## config.mk

```make
export PLATFORM = sky130hd
export DESIGN_NAME = mem_arbiter
export DESIGN_NICKNAME = d
export VERILOG_FILES = /design/src/rtl/mem_arbiter.sv
export SDC_FILE = /design/constraint.sdc
export NUM_CORES = 1
export LEC_CHECK = 0
export CORE_AREA = 3 3 103 105
export DETAILED_ROUTE_END_ITERATION = 6
export DIE_AREA = 0 0 106 108
export PLACE_DENSITY_LB_ADDON = 0.25
export SYNTH_ARGS = -nofsm -noshare
export SYNTH_HDL_FRONTEND = slang
export SYNTH_SLANG_ARGS = --single-unit
```

## constraint.sdc

```tcl
create_clock -name CLK -period 3.1 [get_ports CLK]
set_clock_uncertainty 0.2 [all_clocks]
set_input_delay 0.775 -clock CLK [delete_from_list [all_inputs] [get_ports CLK]]
set_output_delay 0.775 -clock CLK [all_outputs]
set_load 0.005 [all_outputs]
```

## src/rtl/mem_arbiter.sv

```systemverilog
// mem_arbiter: single-port RAM arbiter between instruction fetch and data access
module mem_arbiter #(
   parameter int ADDR_W       = 32,
   parameter int DATA_W       = 32,
   parameter int STARVE_LIMIT = 4,
   parameter int TIMEOUT      = 16
) (
   input  logic              CLK,
   input  logic              RST,
   input  logic              iREN,
   input  logic [ADDR_W-1:0] iaddr,
   input  logic              dREN,
   input  logic              dWEN,
   input  logic [ADDR_W-1:0] daddr,
   input  logic [DATA_W-1:0] dstore,
   output logic              iwait,
   output logic              dwait,
   output logic [DATA_W-1:0] iload,
   output logic [DATA_W-1:0] dload,
   output logic              ramREN,
   output logic              ramWEN,
   output logic [ADDR_W-1:0] ramaddr,
   output logic [DATA_W-1:0] ramstore,
   input  logic [DATA_W-1:0] ramload,
   input  logic [1:0]        ramstate,
   output logic              err,
   output logic              timeout
);
   localparam int SW = $clog2(STARVE_LIMIT + 1);
   localparam int TW = $clog2(TIMEOUT + 1);
   localparam logic [SW-1:0] STARVE_MAX = SW'(STARVE_LIMIT);
   localparam logic [TW-1:0] TO_LAST = TW'(TIMEOUT - 1);
   localparam logic [1:0] RAM_ACCESS = 2'd2;
   localparam logic [1:0] RAM_ERROR = 2'd3;
   typedef enum logic [1:0] {IDLE, IGRANT, DGRANT} state_t;
   state_t state_q, state_d;
   logic [SW-1:0] starve_q, starve_d;
   logic [TW-1:0] to_q, to_d;
   logic err_q, err_d, timeout_q, timeout_d;
   logic dreq, greq;
   assign dreq = dREN | dWEN;
   assign greq = (state_q == IGRANT && iREN) || (state_q == DGRANT && dreq);
   assign iload = ramload;
   assign dload = ramload;
   assign err = err_q;
   assign timeout = timeout_q;
   // arbitration, grant outputs, completion/abort/error/timeout handling
   always_comb begin
      state_d = state_q;
      starve_d = starve_q;
      to_d = '0;
      err_d = 1'b0;
      timeout_d = 1'b0;
      ramREN = 1'b0;
      ramWEN = 1'b0;
      ramaddr = '0;
      ramstore = '0;
      iwait = 1'b1;
      dwait = 1'b1;
      if (state_q == IGRANT) begin
         ramREN = iREN;
         ramaddr = iaddr;
      end
      if (state_q == DGRANT) begin
         ramWEN = dWEN;
         ramREN = dREN & ~dWEN;
         ramaddr = daddr;
         ramstore = dstore;
      end
      if (state_q == IDLE) begin
         if (dreq && !(iREN && starve_q == STARVE_MAX)) state_d = DGRANT;
         else if (iREN) state_d = IGRANT;
         else starve_d = '0;
      end else if (!greq) begin
         state_d = IDLE;
      end else if (ramstate == RAM_ACCESS) begin
         state_d = IDLE;
         iwait = state_q != IGRANT;
         dwait = state_q != DGRANT;
         starve_d = state_q == IGRANT ? '0 : (iREN && starve_q != STARVE_MAX) ? starve_q + 1'b1 : starve_q;
      end else if (ramstate == RAM_ERROR) begin
         state_d = IDLE;
         err_d = 1'b1;
      end else if (to_q == TO_LAST) begin
         state_d = IDLE;
         timeout_d = 1'b1;
      end else begin
         to_d = to_q + 1'b1;
      end
   end
   // state and counter registers with synchronous reset
   always_ff @(posedge CLK) begin
      if (RST) begin
         state_q <= IDLE;
         starve_q <= '0;
         to_q <= '0;
         err_q <= 1'b0;
         timeout_q <= 1'b0;
      end else begin
         state_q <= state_d;
         starve_q <= starve_d;
         to_q <= to_d;
         err_q <= err_d;
         timeout_q <= timeout_d;
      end
   end
endmodule
```

* Yosys cells after proc, flatten, opt, wreduce, memory -nomap -nowiden
Index checks and enable logic that the tools add are counted.
Storage, ports and cells: register bits after elaboration 12, input port bits 135, output and inout bits 134, logic and storage cells 68
Operators by class: add/subtract/negate cells 2, equal/unequal tests 13, mux-type cells 28, bitwise gates (word level) 4, reduce and logical (&&, ||, !) cells 16
Operators with widths (number):
- 32-bit two-way mux | 3
- 3-bit two-way mux | 7
- 2-bit two-way mux | 7
- 1-bit two-way mux | 11
- 2-bit equality test (second input constant) | 3
- 2-bit != test (second input constant) | 3
- 6-bit OR reduction | 1
- 5-bit by 1-bit adder with 5-bit output (second input constant) | 1
- 5-bit by 4-bit equality test with 1-bit output (second input constant) | 1
- 1-bit logical AND | 5
- 5-bit by 1-bit != test with 1-bit output (second input constant) | 1
- 5-bit AND reduction | 1
- 5-bit OR reduction | 1
- 2-bit nonzero test | 2
- 4-bit OR reduction | 1
- 3-bit by 1-bit adder with 3-bit output (second input constant) | 1
- 3-bit equality test (second input constant) | 1
- 3-bit by 2-bit != test with 1-bit output (second input constant) | 1
- 3-bit != test (second input constant) | 1
- 3-bit nonzero test | 1
- 2-bit by 1-bit equality test with 1-bit output (second input constant) | 1
- 2-bit logical NOT | 1
- 2-bit by 1-bit != test with 1-bit output (second input constant) | 1
- 1-bit inverter | 2
- 5 further kinds | 5

* Depth between registers and ports, before layout
depth after elaboration 7, mapped depth 6, depth with buffers taken out 6

* Worst setup path after synthesis
OpenSTA, ideal clock, no wires.
kind input-to-output, start input port dWEN, end output port dwait, arrival time 1.174 ns, data required time 2.125 ns, slack 0.951 ns, stages on the path 2, path buffers 0, cells stage by stage or2_2 nand2_1
On the way: cells in the longest elaborated chain, start to end 5
Ends and longest elaborated chain:
- from (decl) | line 13 | input logic dWEN,
- 1-bit bitwise OR | line 41 | assign dreq = dREN | dWEN;
- 1-bit logical AND | line 42 | assign greq = (state_q == IGRANT && iREN) || (state_q == DGRANT && dreq);
- 1-bit logical OR | line 42
- 1-bit two-way mux | line 74 | end else if (!greq) begin
- 1-bit two-way mux | line 70 | if (state_q == IDLE) begin
- to (decl) | line 17 | output logic dwait,
Every way passes these cells.

* Final worst setup path
start input port ramstate[0], end output port iwait
On the way: cells in the longest elaborated chain, start to end 4
Ends and longest elaborated chain:
- from (decl) | line 25 | input logic [1:0] ramstate,
- 2-bit equality test | line 76 | end else if (ramstate == RAM_ACCESS) begin
- 1-bit two-way mux | line 76
- 1-bit two-way mux | line 74
- 1-bit two-way mux | line 70
- to (decl) | line 16 | output logic iwait,
Every way passes these cells.

==> results.yml <==
routing:
  wl_um: 7834
  remaining_drc_errors: 0
  wire_per_inst_um: 17.22
  dr_total_vias: 1865
  postRouteAntennaNets: 0
  first_iter_violations: 76
  vias_per_cell: 4.099
  dr.pass1.iters: 4
sta:
  period_share: 0.9869
  slew_headroom: 0.7785
  hold_viol: 0
  fmax_mhz: 326.9
  rsz0062_at_grt: "true"
  setup_viol: 0
  drv_slew: 0
  min_period_ns: 3.059
  worst_slew_pin_slew_ns: 0.3310
  layout_setup_ws_ns: 0.04063
floorplan:
  die_height_um: 108
  fp-row-count: 36
  coreArea_um2: 9729
  die_area_um2: 11450
  io_pins: 269
  die_w_um: 106
  start_util: 0.1739
power_and_ir_drop:
  p_int_mw: 0.5035
  power_mw: 0.6858
  clkPwrFrac: 0.210
  p_per_area_nw_per_um2: 217.0
  seq_power_share: 0.232
  p_comb_frac: 0.558
  peakVddDrop_v: 0.0001608
  p_switching_mw: 0.1823
  sw_frac_of_total: 0.2658
  leakagePower_nw: 1.190
placement:
  dp_hpwl_um: 6617
  post-place-ws_ns: -0.01927
  placed_area_um2: 3118
  gp_congestion: 0.6820
  numPortBuffers: 172
  dp_cells: 452
finish:
  postLayoutCoreUtil: 0.3248
  n_antenna_cell: 0
  multi_input_area_um2: 874.6
  final_layout_size_suffix_gt1_frac: 0.05901
  final_nets: 463
  area_growth_pct: 86.83
  fillerInstances: 1051
  final_area_um2: 3161
  fin_cells: 455
  final-seq-area_um2: 240.2
run_status:
  status: "finished clean"
worst_setup_path:
  crit_end: "iwait"
  critPathLaunch: "ramstate[0]"
  r2r_cells: 6
  startpoint_type: "primary input"
  r2r_slack_ns: 1.51
  crit_type: "primary input to output port"
  end_kind: "output port"
  cp_data_required_time_ns: 2.12
  cp.arrival_ns: 2.08
  timing.rr.start: "to_q[0]"
  path_max_fanout: 3
  r2r_end: "to_q[3]"
yosys:
  syn-cell-area_um2: 1692
  synthCells: 214
  synth_cell_types: 39
  ys_seq_elements: 12
  synth_common_cells: "buf_4, and2_1, a22o_1, dfxtp_1, nor2_1"
  yosysWarnings: 0
  synth_top_flop_cell: "dfxtp_1"
  syn_avg_cell_area_um2: 7.905
  seq_area_frac_synth: 0.1420
  synth-edff-count: 0
  ys_async_sr_fraction: 0
  yosys.area.top_type_share: 0.2973
  synth_top_cell_by_area: "buf_4"
  syn_nets: 353
  synth.most_common_cell: "buf_4"
  synth.top_cells.by_area: "buf_4, a22o_1, dfxtp_1, and2_1, ha_1"
global_routing:
  grt_antenna_before_repair: 0
  first_global_vias: 1766
  grt_pass1_wl_um: 10720
  grt_max_degree: 47
  grt.total_usage: 0.1214
  grt-ovfl-total: 0
clock_tree:
  cts_buffers: 3
  clockBufferDepth: 2
  clock-root-buffer: "clkbuf_8"
  cts_num_sinks: 12
  cts_tree: "built"
  cts_max_level: 1
  cts.clk_slew.worst_paths_ns: 0.05
  cts_setup_buffers: 0
  clock_latency_ns: 0.24
  hold_buffers: 0
min_path:
  min_path_type: "register to register"
job:
  cap_violations: 0
how the worst min path moves through the flow:
stage	start	end	cells past startpoint
floorplan	to_q[0]	to_q[0]	1
global placement	to_q[0]	to_q[0]	1
detailed placement	to_q[0]	to_q[0]	1
CTS	to_q[0]	to_q[0]	1
global route	to_q[0]	to_q[0]	1
finish	to_q[0]	to_q[0]	1
placed cells by master, fill, tap and decap left out, drive strengths merged, types with 2 or more instances in the layout:
cell type,instances
a22o,32
a22oi,2
and2,33
buf,9
clkbuf,3
clkdlybuf4s50,170
dfxtp,12
ha,4
inv,6
nand2,3
nand2b,4
nand3,4
nand3b,2
nor2,11
nor3,3
o21ai,4
o31ai,2
or2,2
flip-flops by register name, summed over array words and instances, names as in the netlist:
signal    flops
to_q          5
state_q       2
timeout       1
starve_q      3
err           1
worst max-delay path, cell delays in order:
cell	delay, ns
clkdlybuf4s50_1	0.44
nand2b_1	0.19
or2_1	0.23
clkdlybuf4s50_1	0.44
per-layer routing:
metal	wire length [µm]	global-route usage
met3	1350	0.09075
met4	34	0.01573
met2	3243	0.1730
met5	0	0
met1	3206	0.1501
per-stage QoR:
| step | hold slack (ns) | TNS [ns] |
|---|---|---|
| 5_1_grt | 0.2831 | -0.005694 |
| 3_5_place_dp | 0.2459 | -0.01927 |
| 6_report | 0.2558 | 0 |
| 3_3_place_gp | 0.2309 | -0.002502 |
| 2_1_floorplan | 0.2176 | 0 |
| 4_1_cts | 0.2561 | 0 |
cells by family (layout without fill, tap and decap cells):
group / count (synthesis) / count (layout) / synth area share
compound gates: 46 / 46 / 0.2337
xor+xnor: 2 / 2 / 0.01036
fa+ha+maj: 4 / 4 / 0.02959
buf+inv: 82 / 190 / 0.3469
flops: 12 / 12 / 0.1420
simple gates: 68 / 68 / 0.2374
repair_timing:
action | 4_1_cts | 5_1_grt
gates resized for setup | 1 | 1
endpoints found under the hold margin | 0 | 0
pin swaps | 0 | 1
setup endpoints to repair | 1 | 2
power by group through the flow:
stage	Sequential, mW	Clock, mW	Combinational [mW]
2_1_floorplan	0.163	0	0.176
3_3_place_gp	0.162	0	0.387
3_5_place_dp	0.162	0	0.387
4_1_cts	0.159	0.146	0.389
5_1_grt	0.159	0.154	0.411
6_report	0.159	0.144	0.383
area by class of cell:
| class | count | area share |
|---|---|---|
| flip-flops and latches | 12 | 0.07601 |
| repair buffers | 181 | 0.5744 |
| clock buffers | 3 | 0.01306 |
| well taps | 133 | 0.05265 |
| inverters | 6 | 0.007126 |
| multi-input cells | 120 | 0.2767 |
No activity file was read; power rests on OpenSTA's default activity.
